## src/rtl/issue_ctrl.sv

```systemverilog
// Issue controller: load scoreboard, LSQ occupancy limits, drain-before-issue serialization.
// Define ISSUE_CTRL_WB_BYPASS_EN to let same-cycle load completions unblock issue.
module issue_ctrl #(
  parameter int P_ZONE_SZ = 2,
  parameter int P_MAX_LD  = 4,
  parameter int P_MAX_ST  = 4,
  localparam int CW_LD = $clog2(P_MAX_LD + 1),
  localparam int CW_ST = $clog2(P_MAX_ST + 1)
) (
  input  logic                 clk_i,
  input  logic                 resetb_i,
  input  logic                 ids_valid_i,
  output logic                 ids_ready_o,
  input  logic                 ids_ins_err_i,
  input  logic [P_ZONE_SZ-1:0] ids_zone_i,
  input  logic                 ids_csr_access_i,
  input  logic [4:0]           ids_regd_addr_i,
  input  logic [4:0]           ids_regs1_addr_i,
  input  logic [4:0]           ids_regs2_addr_i,
  output logic                 exs_valid_o,
  input  logic                 exs_ready_i,
  input  logic                 lq_wb_valid_i,
  input  logic [4:0]           lq_wb_addr_i,
  input  logic                 sq_done_i,
  input  logic                 flush_i,
  output logic                 hazard_o,
  output logic [CW_LD-1:0]     ld_cnt_o,
  output logic [CW_ST-1:0]     st_cnt_o
);

  localparam logic [P_ZONE_SZ-1:0] Z_LOADQ  = P_ZONE_SZ'(1);
  localparam logic [P_ZONE_SZ-1:0] Z_STOREQ = P_ZONE_SZ'(2);
  localparam logic [CW_LD-1:0]     LD_MAX   = CW_LD'(P_MAX_LD);
  localparam logic [CW_ST-1:0]     ST_MAX   = CW_ST'(P_MAX_ST);

  typedef enum logic {RUN, DRAIN} state_t;

  state_t           state_q, state_d;
  logic [31:1]      pend_q, pend_d;
  logic [31:1]      clr_m, set_m;
  logic [31:0]      pend_v;
  logic [CW_LD-1:0] ld_q, ld_d, ld_chk;
  logic [CW_ST-1:0] st_q, st_d, st_chk;
  logic             ld_dn, st_dn;
  logic             is_ld, is_st, ser;
  logic             raw, waw, lim, ser_blk, blk, issue;

  assign is_ld = ids_zone_i == Z_LOADQ;
  assign is_st = ids_zone_i == Z_STOREQ;
  assign ser   = ids_csr_access_i | ids_ins_err_i;
  assign ld_dn = lq_wb_valid_i & (ld_q != '0);
  assign st_dn = sq_done_i & (st_q != '0);

  always_comb begin
    clr_m = '0;
    set_m = '0;
    for (int i = 1; i < 32; i++) begin
      clr_m[i] = lq_wb_valid_i & (lq_wb_addr_i == 5'(i));
      set_m[i] = issue & is_ld & (ids_regd_addr_i == 5'(i));
    end
  end

`ifdef ISSUE_CTRL_WB_BYPASS_EN
  assign pend_v = {pend_q & ~clr_m, 1'b0};
  assign ld_chk = ld_q - CW_LD'(ld_dn);
  assign st_chk = st_q - CW_ST'(st_dn);
`else
  assign pend_v = {pend_q, 1'b0};
  assign ld_chk = ld_q;
  assign st_chk = st_q;
`endif

  // pend_v[0] is constant 0, so x0 sources/dest never block
  assign raw = pend_v[ids_regs1_addr_i] | pend_v[ids_regs2_addr_i];
  assign waw = pend_v[ids_regd_addr_i];
  assign lim = (is_ld & (ld_q == LD_MAX)) | (is_st & (st_q == ST_MAX));
  assign ser_blk = ser & ((ld_chk != '0) | (st_chk != '0));
  assign blk = raw | waw | lim | ser_blk | (state_q == DRAIN);

  assign hazard_o    = ids_valid_i & blk & ~flush_i;
  assign exs_valid_o = ids_valid_i & ~blk & ~flush_i;
  assign issue       = exs_valid_o & exs_ready_i;
  assign ids_ready_o = flush_i | issue;
  assign ld_cnt_o    = ld_q;
  assign st_cnt_o    = st_q;

  always_comb begin
    pend_d  = (pend_q & ~clr_m) | set_m;
    ld_d    = ld_q + CW_LD'(issue & is_ld) - CW_LD'(ld_dn);
    st_d    = st_q + CW_ST'(issue & is_st) - CW_ST'(st_dn);
    state_d = state_q;
    unique case (state_q)
      RUN:
        if (ids_valid_i & ~flush_i & ser_blk)
          state_d = DRAIN;
      DRAIN:
        if (flush_i | ((ld_chk == '0) & (st_chk == '0)))
          state_d = RUN;
      default: state_d = RUN;
    endcase
  end

  always_ff @(posedge clk_i or negedge resetb_i) begin
    if (!resetb_i) begin
      state_q <= RUN;
      pend_q  <= '0;
      ld_q    <= '0;
      st_q    <= '0;
    end else begin
      state_q <= state_d;
      pend_q  <= pend_d;
      ld_q    <= ld_d;
      st_q    <= st_d;
    end
  end

endmodule

```

## config.mk

```make
export PLATFORM = sky130hd
export DESIGN_NAME = issue_ctrl
export DESIGN_NICKNAME = d
export VERILOG_FILES = /design/src/rtl/issue_ctrl.sv
export SDC_FILE = /design/constraint.sdc
export NUM_CORES = 1
export LEC_CHECK = 0
export CAP_MARGIN = 30
export CORE_MARGIN = 1
export CORE_UTILIZATION = 50
export CTS_CLUSTER_DIAMETER = 200
export DETAILED_ROUTE_END_ITERATION = 10
export PLACE_DENSITY = 0.78
export REMOVE_ABC_BUFFERS = 1
export SLEW_MARGIN = 40
export SYNTH_ARGS = -nofsm -noshare
export SYNTH_HDL_FRONTEND = slang
export SYNTH_SLANG_ARGS = --single-unit
```

## constraint.sdc

```tcl
create_clock -name clk_i -period 5.1 [get_ports clk_i]
set_clock_uncertainty 0.05 [all_clocks]
set_input_delay 1.53 -clock clk_i [delete_from_list [all_inputs] [get_ports clk_i]]
set_output_delay 1.53 -clock clk_i [all_outputs]
set_load 0.05 [all_outputs]
```

* Yosys cells after proc, flatten, opt, wreduce, memory -nomap -nowiden
Cells that the tools add are included.
** Storage, ports and cells
- Logic and storage cells :: 184
- Bits in registers :: 38
- Output and inout bits :: 9
- Input port bits :: 31
** Cells by class
- Reductions and logical operators :: 4
- Muxes and demuxes :: 9
- Bitwise gates (word level) :: 94
- Order comparisons :: 3
- Eq/ne operators :: 66
- $add $sub $neg :: 4
** Operators with widths (number)
- 5-bit equality test, second input constant :: 32
- 5-bit by 4-bit equality test with 1-bit output, second input constant :: 16
- 1-bit bitwise AND :: 78
- 5-bit by 3-bit equality test with 1-bit output, second input constant :: 8
- 31-bit bitwise AND :: 1
- 31-bit inverter :: 1
- 31-bit OR :: 1
- 5-bit by 2-bit equality test with 1-bit output, second input constant :: 4
- 5-bit by 6-bit less-than comparator with 1-bit output, second input constant :: 3
- 1-bit binary-select mux with 5-bit select :: 3
- 5-bit by 1-bit equality test with 1-bit output, second input constant :: 2
- 1-bit OR :: 10
- 3-bit by 1-bit adder with 3-bit output :: 2
- 3-bit equality test, second input constant :: 2
- 3-bit logical NOT :: 2
- 3-bit nonzero test :: 2
- 3-bit by 1-bit subtractor with 3-bit output :: 2
- 1-bit two-way mux :: 5
- 1-bit inverter :: 3
- 2-bit by 1-bit equality test with 1-bit output, second input constant :: 1
- 2-bit equality test, second input constant :: 1
- 1-bit one-hot mux with 2 select lines :: 1

* Longest topological paths before layout
- Word-level depth :: 14
- Depth in mapped cells :: 14

* Worst setup path after synthesis
OpenSTA, ideal clock, no wires.
- Path kind :: input to output
- Start :: input port ids_regs2_addr_i[1]
- End :: output port exs_valid_o
- Setup slack :: -644 ps
- Stages on the path :: 7
- Path buffers :: 2
- Arrival time :: 4164 ps
- Cell sequence :: buf_6 -> mux4_1 -> mux2_2 -> a311oi_2 -> nand3_2 -> buf_6 -> nor3_1
** Between the ends
- Longest elaborated chain between the ends :: 10
** Ends and longest elaborated chain
- from (decl) :: line 19 : input logic [4:0] ids_regs2_addr_i,
- 1-bit binary-select mux with 5-bit select :: line 74 : assign raw = pend_v[ids_regs1_addr_i] | pend_v[ids_regs2_addr_i];
- 1-bit two-way mux (not written as such) :: line 74
- 1-bit OR :: line 74
- 1-bit OR (4 in a row) :: line 78 : assign blk = raw | waw | lim | ser_blk | (state_q == DRAIN);
- 1-bit inverter :: line 81 : assign exs_valid_o = ids_valid_i & ~blk & ~flush_i;
- 1-bit bitwise AND (2 in a row) :: line 81
- to (decl) :: line 20 : output logic exs_valid_o,
No other way between the ends. The select of a mux whose other input is x is not followed.

* Worst setup path in the final report
- Start :: input port ids_regs1_addr_i[2]
- End :: output port ids_ready_o
** Between the ends
- Longest elaborated chain between the ends :: 12
** Ends and longest elaborated chain
- from (decl) :: line 18 : input logic [4:0] ids_regs1_addr_i,
- 1-bit binary-select mux with 5-bit select :: line 74
- 1-bit two-way mux (not written as such) :: line 74
- 1-bit OR :: line 74
- 1-bit OR (4 in a row) :: line 78
- 1-bit inverter :: line 81
- 1-bit bitwise AND (2 in a row) :: line 81
- 1-bit bitwise AND :: line 82 : assign issue = exs_valid_o & exs_ready_i;
- 1-bit OR :: line 83 : assign ids_ready_o = flush_i | issue;
- to (decl) :: line 13 : output logic ids_ready_o,
No other way between the ends. The select of a mux whose other input is x is not followed.

==> results.yml <==
setup_path:
  startpoint: "ids_regs1_addr_i[2]"
  reg2regPathDepth: 14
  critPathArrivalTime_ps: 3420
  cp-end-kind: "output pin"
  rrSetupSlack_ps: 1580
  r2r_end: "ld_cnt_o[2]"
  r2r-start: "ld_cnt_o[2]"
  worst-setup-path-type: "input pin to output pin"
  worst_ep_required_time_ps: 3520
  start_kind: "input pin"
  critPathMaxFanout: 5
  endpoint: "ids_ready_o"
layout:
  syn_to_final_growth_pct: 27.5
  drive_gt1_frac: 0.210
  n_antenna_cell: 0
  layout.cells.non_filler: 380
  nets: 346
placement:
  port_buffers: 39
  place.gp.congestion: 0.996
  dp_hpwl_um: 6010
  dp.cells: 372
sta:
  whs_ps: 508
  rsz0062_at_grt: "no"
  hold_violations: 0
  min_period_ps: 5000
  fmax_ghz: 0.200
  finalSetupViolCount: 0
  maxSlewHeadroom: 0.662
  slew_viol_final: 0
  tightest_slew_ps: 506
  period_share: 0.981
logic_synthesis:
  ys.warnings.count: 0
  synthCells: 258
  synth_edf_count: 0
  syn_area_per_cell_um2: 10.8
  synth-async-reset-ratio: 1.00
  synth_area_leaders: "dfrtp_1 (34%), mux4_2 (11%), o41ai_1 (8.5%)"
  ys_seq_area_frac: 0.341
  synth.distinct_cells: 44
  yosysTopAreaCellShare: 0.341
  synth_area_um2: 2790
  synthFlopType: "dfrtp_1"
  ys_seq_elements: 38
  yosysTopAreaCell: "dfrtp_1"
flow_run:
  max-cap-violations: 0
floorplan:
  initial_core_util: 0.533
  die_x_um: 76.7
  design.die.area_um2: 5890
  io_pins: 40
  core-area_um2: 5240
  die_h_um: 76.7
  row_count: 26
global_route:
  track_usage: 0.298
  globalRouteOverflowTotal: 0
  gr-usage-met1: 0.412
  grt_pass1_vias: 2633
  grtUsageMet3: 0.0500
  grt_antenna_before_repair: 0
  busiest_layer: "met2"
  grt_util_met2: 0.462
  grt_pass1_wl_um: 13300
  grt_max_degree: 39
routing:
  vias: 2597
  vias_per_cell: 6.83
  dr.pass1.iters: 5
  drc: 0
  wl_per_cell_um: 21.6
  drt_wl_total_um: 8200
  dr.first_iter.drc_count: 330
  ant_nets: 0
hold_path:
  hp-class: "register to register"
clock_tree:
  cts_root_buf: "clkbuf_8"
  cts_setup_buffers: 0
  clk_latency_ps: 300
  cts_tree: "done"
  hold_buffers: 0
  h-tree-depth: 2
  cts_buffers: 5
  clock_path_buffers: 2
  cts.sinks: 38
  clkSlewWorstSetupHoldPaths_ps: 80
power:
  p_leak_nw: 1.46
  p_per_area_nw_per_um2: 300
  ir_worst_vdd_mv: 0.275
outcome:
  status: "finished, final reports clean"
worst min-delay path by stage:
stage / slack (ps) / endpoint / cells past startpoint / from
6_report: 510 / ld_cnt_o[2] / 1 / ld_cnt_o[2]
3_3_place_gp: 450 / ld_cnt_o[2] / 1 / ld_cnt_o[2]
5_1_grt: 550 / ld_cnt_o[2] / 1 / ld_cnt_o[2]
3_5_place_dp: 470 / ld_cnt_o[2] / 1 / ld_cnt_o[2]
4_1_cts: 510 / ld_cnt_o[2] / 1 / ld_cnt_o[2]
2_1_floorplan: 440 / pend_q[3] / 2 / pend_q[3]
state kept, by name, summed over array words and instances (netlist names):
name	cells
pend_q	31
ld_cnt_o	3
st_cnt_o	3
state_q	1
layout by cell type (no fill, tap or decap), types with 3 or more instances in the layout:
cell type / count
dfrtp_1: 38
o21ai_0: 32
o41ai_1: 27
clkdlybuf4s50_1: 27
buf_4: 18
nand2_1: 16
mux4_2: 14
nand2b_1: 10
nand3_1: 10
nor2_1: 9
mux2i_1: 7
mux4_1: 7
nand4_1: 6
inv_1: 6
clkbuf_8: 6
mux2_2: 5
nor2b_1: 5
xnor2_1: 4
ha_1: 4
nor3b_1: 3
a21oi_1: 3
o31ai_1: 3
dlygate4sd2_1: 3
clkdlybuf4s15_1: 3
buf_12: 3
buf_6: 3
metrics by stage:
stage | util | cell area (um2) | setup WS (ps) | power (mW) | setup TNS [ps]
final | 0.680 | 3560 | 96.1 | 1.07 | 0
after detailed placement | 0.642 | 3360 | -475 | 0.746 | -1520
after floorplan | - | 2700 | -1000 | 0.588 | -1000
after CTS | 0.674 | 3530 | 27.2 | 1.07 | 0
after global routing | 0.680 | 3560 | 12.1 | 1.12 | 0
after global placement | 0.641 | 3360 | -423 | 0.731 | -1220
cell families (layout without fill, tap and decap cells):
family / count (synthesis) / count (layout) / synth area share
and+or+nand+nor: 83 / 83 / 0.165
AOI/OAI and AO/OA: 73 / 73 / 0.185
DFF: 38 / 38 / 0.341
muxes: 33 / 33 / 0.224
buffers and inverters: 21 / 73 / 0.0403
adders and majority gates: 6 / 6 / 0.0323
xor gates and xnor gates: 4 / 4 / 0.0125
report_power, final:
group	switching [mW]	internal, mW	total (mW)
logic	0.220	0.153	0.373
registers	0.0420	0.332	0.374
clock network	0.111	0.209	0.320
synth_stat cells, types with 5 or more instances:
library cell,number
nor2b_1,6
nand4_1,6
nand3_1,10
nand2b_1,10
o41ai_1,27
o21ai_0,32
dfrtp_1,38
clkbuf_1,7
inv_1,6
nor2_1,10
mux4_2,14
mux2_2,5
mux2i_1,7
nand2_1,16
mux4_1,7
what timing repair did:
item / CTS / global route
endpoints found under the hold margin: 0 / 0
endpoints found under the setup margin: 3 / 2
pin swaps: 6 / 2
gates resized for setup: 21 / 8
cell type report:
cell class	count	area (um2)
clock buffers	6	82.6
clock inverters	2	60.1
fillers	402	1680
inverters	6	22.5
multi-input cells	199	1780
flip-flops and latches	38	951
well taps	70	87.6
repair buffers	59	576
critical path, stage by stage:
cell             delay (ps)
clkdlybuf4s15_1         250
buf_6                   150
mux4_2                  490
mux2i_1                 190
nand3b_1                100
nand4_1                 140
and3_4                  220
a41o_1                  200
buf_12                  140
layer usage:
metal | routed length, um | up-vias
met3 | 706 | 26
met2 | 3880 | 154
met4 | 196 | 0
li1 | - | 1142
met1 | 3420 | 1275
met5 | 0 | -
Power figures use the tool's default switching activity.
